`src/rtl/game_pkg.sv`:
```
// Shared types and constants for the board-game turn controller.
package game_pkg;

   localparam int MAX_PLAYERS = 4;

   typedef logic [1:0] player_t;

   typedef enum logic [2:0] {
      S_IDLE,
      S_WAIT,
      S_MOVE,
      S_CHECK,
      S_NEXT,
      S_OVER
   } state_t;

   // Round-robin successor; wraps at the configured player count, not at MAX_PLAYERS.
   function automatic player_t next_player(input player_t cur, input int num);
      player_t nxt;
      if (int'(cur) >= num - 1) nxt = '0;
      else                      nxt = cur + 2'd1;
      return nxt;
   endfunction

endpackage

```
`src/rtl/btn_edge.sv`:
```
// Rising-edge detector for the card-pick button: one pulse per press, however long it is held.
module btn_edge (
   input  logic clk,
   input  logic rst,
   input  logic pick,
   output logic rise
);

   logic pick_q;

   always_ff @(posedge clk) begin
      if (rst) pick_q <= 1'b0;
      else     pick_q <= pick;
   end

   assign rise = pick & ~pick_q;

endmodule

```
`src/rtl/turn_controller.sv`:
```
// Turn sequencing FSM for up to four players. Optional WAIT forfeit timer
// is built when the macro TURN_TIMEOUT_EN is defined.
module turn_controller
   import game_pkg::*;
#(
   parameter int NUM_PLAYERS    = 4,
   parameter int TIMEOUT_CYCLES = 1000
) (
   input  logic       clk,
   input  logic       rst,
   input  logic       start,
   input  logic       pick,
   input  logic       match,
   input  logic       win,
   output logic [1:0] T,
   output logic       move_en,
   output logic       busy,
   output logic       game_over,
   output logic [1:0] winner
);

   if (NUM_PLAYERS < 2 || NUM_PLAYERS > MAX_PLAYERS || TIMEOUT_CYCLES < 1) begin : g_param_check
      $error("turn_controller: illegal NUM_PLAYERS or TIMEOUT_CYCLES");
   end

   state_t  state, state_nx;
   player_t t_q, winner_q;
   logic    pick_rise;
   logic    timeout_hit;

   btn_edge u_btn_edge (
      .clk  (clk),
      .rst  (rst),
      .pick (pick),
      .rise (pick_rise)
   );

`ifdef TURN_TIMEOUT_EN
   localparam int CNT_W = (TIMEOUT_CYCLES > 1) ? $clog2(TIMEOUT_CYCLES) : 1;

   logic [CNT_W-1:0] wait_cnt;

   // Held at zero outside WAIT, so every entry into WAIT starts a fresh count.
   always_ff @(posedge clk) begin
      if (rst || state != S_WAIT) wait_cnt <= '0;
      else if (!timeout_hit)      wait_cnt <= wait_cnt + 1'b1;
   end

   assign timeout_hit = (state == S_WAIT) && (wait_cnt == CNT_W'(TIMEOUT_CYCLES - 1));
`else
   assign timeout_hit = 1'b0;
`endif

   always_ff @(posedge clk) begin
      if (rst) state <= S_IDLE;
      else     state <= state_nx;
   end

   always_comb begin
      state_nx = state;
      case (state)
         S_IDLE:  if (start) state_nx = S_WAIT;
         // A pick edge takes precedence over a simultaneous timeout.
         S_WAIT: begin
            if (pick_rise)        state_nx = match ? S_MOVE : S_NEXT;
            else if (timeout_hit) state_nx = S_NEXT;
         end
         S_MOVE:  state_nx = S_CHECK;
         S_CHECK: state_nx = win ? S_OVER : S_WAIT;
         S_NEXT:  state_nx = S_WAIT;
         S_OVER:  if (start) state_nx = S_WAIT;
         default: state_nx = S_IDLE;
      endcase
   end

   always_ff @(posedge clk) begin
      if (rst) begin
         t_q      <= '0;
         winner_q <= '0;
      end else begin
         case (state)
            S_IDLE, S_OVER: begin
               if (start) begin
                  t_q      <= '0;
                  winner_q <= '0;
               end
            end
            S_CHECK: if (win) winner_q <= t_q;
            S_NEXT:  t_q <= next_player(t_q, NUM_PLAYERS);
            default: ;
         endcase
      end
   end

   assign T         = t_q;
   assign winner    = winner_q;
   assign move_en   = (state == S_MOVE);
   assign game_over = (state == S_OVER);
   assign busy      = (state != S_IDLE) && (state != S_OVER);

endmodule

```
`config.mk`:
```
export PLATFORM = sky130hd
export DESIGN_NAME = turn_controller
export DESIGN_NICKNAME = d
export VERILOG_FILES = /design/src/rtl/game_pkg.sv /design/src/rtl/btn_edge.sv /design/src/rtl/turn_controller.sv
export SDC_FILE = /design/constraint.sdc
export NUM_CORES = 1
export LEC_CHECK = 0
export CAP_MARGIN = 0
export CORE_AREA = 4 4 41 43
export DETAILED_ROUTE_END_ITERATION = 10
export DIE_AREA = 0 0 45 47
export PLACE_DENSITY = 0.74
export SLEW_MARGIN = 40
export SYNTH_ARGS = -nofsm -noshare
export SYNTH_HDL_FRONTEND = slang
export SYNTH_SLANG_ARGS = --single-unit
```
`constraint.sdc`:
```
create_clock -name clk -period 1.3 [get_ports clk]
set_clock_uncertainty 0.15 [all_clocks]
set_input_delay 0.195 -clock clk [delete_from_list [all_inputs] [get_ports clk]]
set_output_delay 0.195 -clock clk [all_outputs]
set_load 0.1 [all_outputs]
```
==> impl_metrics.csv <==
group,metric,value,unit
timing,finalSetupViolCount,7,
timing,setup_tns,-885.0,ps
flow_run,maxCapViolCount,0,
yosys,syn_area,460.4,sq um
power,peakVddDrop,0.0004771,V
critical_path,endpoint_kind,"output port",
yosys,synth_area_leaders,"dfxtp_1, a22o_1, and4b_1",
global_route,grt_pass1_vias,439,
yosys,synth_top_area_share,34.78,%
yosys,synthTopCellsByCount,"dfxtp_1, a22o_1, and4b_1, nand2b_1, nor2_1",
clock_network,clk_latency,260,ps
timing,drv_slew,0,
power,power.switching,0.0002286,W
yosys,synth_fa_ha_area_share,2.717,%
floorplan,initial_core_util,35.38,%
power,pwr-share-seq,36.0,%
global_route,antenna_found_initial,0,
clock_network,tritoncts,"yes",
placed_design,io_buffers,12,
power,p_total,0.0007194,W
global_route,overflow,0,
timing,rsz0062_at_grt,"yes",
global_route,grt_max_degree,9,
detailed_routing,drt_iter0_markers,13,
finish,diodes,0,
min_path,worstHoldPathType,"register to register",
yosys,synthDistinctLibCells,26,
timing,clock.fmax,0.6625,GHz
yosys,yosysMostFrequentCell,"dfxtp_1",
critical_path,cp.arrival,1160,ps
power,pwr-share-comb,36.2,%
yosys,synth-simple-area-share,32.88,%
finish,drive_above_1_share,64.47,%
critical_path,startpoint_type,"register",
clock_network,htreeDepth,1,
detailed_routing,ant_nets,0,
clock_network,clkTransAtPathRegs,60,ps
clock_network,clock_path_buffers,2,
yosys,yosys.area.top_type,"dfxtp_1",
timing,final-hold-violation-count,0,
placed_design,dp_hpwl,843.7,um
critical_path,cp_max_fo,5,
floorplan,die_x,45,um
floorplan,die_h,47,um
finish,syn_to_final_growth,101.1,%
yosys,synth-xor-area-share,1.902,%
yosys,synthCells,45,
yosys,ys_seq_area_share,34.78,%
detailed_routing,firstDrtPassIters,2,
clock_network,cts_buffers,3,
global_route,grt_usage,13.13,%
detailed_routing,via_count,473,
critical_path,critPathKind,"register to output port",
floorplan,core-area,0.001301,sq mm
power,p_clk_share,27.8,%
timing,final.period_utilization,116.1,%
power,p_sw_share,31.77,%
yosys,synthMuxAreaShare,0,%
power,p_int,0.0004908,W
floorplan,num_rows,13,
detailed_routing,drc_errors,0,
outcome,failed_checks,"setup timing",
outcome,status,"finished, violations left",
yosys,ys_warn_count,0,
clock_network,clock_sink_count,8,
yosys,synth_ff_type,"dfxtp_1",
detailed_routing,wl_per_cell,13.91,um
clock_network,hold_buffers,0,
floorplan,die_area,0.002115,sq mm
critical_path,cp.required,950,ps
yosys,async_flop_share,0,%
clock_network,ctsRootBufferMaster,"clkbuf_4",
timing,worst_slack,-209.5,ps
detailed_routing,wl,1266,um
placed_design,gp_congestion,0.7320,
yosys,synth_edf_count,0,
finish,final_nets,85,
yosys,synth_top_family_by_area,"simple AND/OR/NAND/NOR gates",
floorplan,num_io_pins,13,
yosys,yosys_register_bits,8,
detailed_routing,vias_per_cell,5.198,
yosys,avgSynthCellArea,10.23,sq um
timing,worst_pin_slew,359.7,ps
power,p_leak,0.3863,nW
timing,period_minus_slack,1510,ps
global_route,grt_pass1_wl,1897,um
power,powerDensity,776.9,mW/mm^2
timing,max_slew_margin,75.94,%
yosys,syn-num-nets,52,
yosys,synth_compound_area_share,20.38,%
through the flow:
| step | std cells | utilization (%) | instance area (sq um) | setup WS, ps | hold slack, ps |
|---|---|---|---|---|---|
| global placement | 81 | 58.65 | 763.2 | -276.2 | 337.0 |
| floorplan | 45 | - | 500.5 | -126.2 | 116.6 |
| global route | 91 | 71.15 | 925.9 | -259.0 | 371.9 |
| CTS | 86 | 65.10 | 847.1 | -208.3 | 364.1 |
| finish | 91 | 71.15 | 925.9 | -209.5 | 360.9 |
| detailed placement | 81 | 58.65 | 763.2 | -318.7 | 348.8 |
cell usage in the layout, fill, tap and decap left out, types with 2 or more instances in the layout:
cell,instances
a22o_1,4
and4b_1,3
buf_12,7
buf_4,17
buf_6,2
clkbuf_4,3
clkdlybuf4s50_1,4
dfxtp_2,3
dfxtp_4,4
nand2b_4,2
nor2_1,2
sequential cells by signal (all words and copies together) (netlist names):
register / cells
state: 3
winner: 2
T: 2
u_btn_edge.pick_q: 1
final cells by class:
type / instances / area [sq um]
clock buffers: 3 / 22.52
flip-flops and latches: 8 / 178.9
repair buffers: 31 / 339.1
multi-input cells: 33 / 362.8
fillers: 112 / 375.4
inverters: 1 / 3.754
well taps: 15 / 18.77
worst max-delay path, cell delays in order (launching register included):
cell      delay (ps)
dfxtp_4          360
buf_6            130
nand2b_4         140
nor2_4           100
buf_12           180
cells by family after synthesis:
logic type,Yosys count
AND/OR/NAND/NOR,20
AO/OA/AOI/OAI,11
flip-flops,8
buffers and inverters,4
XOR/XNOR,1
adder cells (fa/ha/maj),1
power groups by stage:
stage | clock, W | combinational (W) | sequential (W)
2_1_floorplan | 0 | 0.000119 | 0.000264
3_3_place_gp | 0 | 0.000194 | 0.000264
3_5_place_dp | 0 | 0.000197 | 0.000264
4_1_cts | 0.000205 | 0.000221 | 0.000257
5_1_grt | 0.000230 | 0.000274 | 0.000260
6_report | 0.000200 | 0.000260 | 0.000259
final timing paths:
check                 start        end  slack, ps  cells after the start
hold / removal    winner[1]  winner[1]        360                      1
setup reg to reg   state[0]  winner[0]       -160                      5
hold reg to reg   winner[1]  winner[1]        360                      1
setup / recovery   state[0]    move_en       -210                      4
routing by layer:
| metal | routed length [um] | track usage (%) | share of wire, % | vias to the layer above |
|---|---|---|---|---|
| li1 | - | - | - | 233 |
| met1 | 517 | 14.16 | 41 | 224 |
| met2 | 645 | 21.47 | 51 | 12 |
| met3 | 74 | 4.981 | 5.8 | 4 |
| met4 | 28 | 8.772 | 2.2 | 0 |
| met5 | 0 | 0 | 0 | - |
timing repair:
item | in CTS | in global routing
gates cloned | 0 | 0
setup endpoints to repair | 8 | 7
pin swaps | 4 | 5
resized for setup | 12 | 6
buffers inserted | 2 | 5
Power figures use the tool's default switching activity.
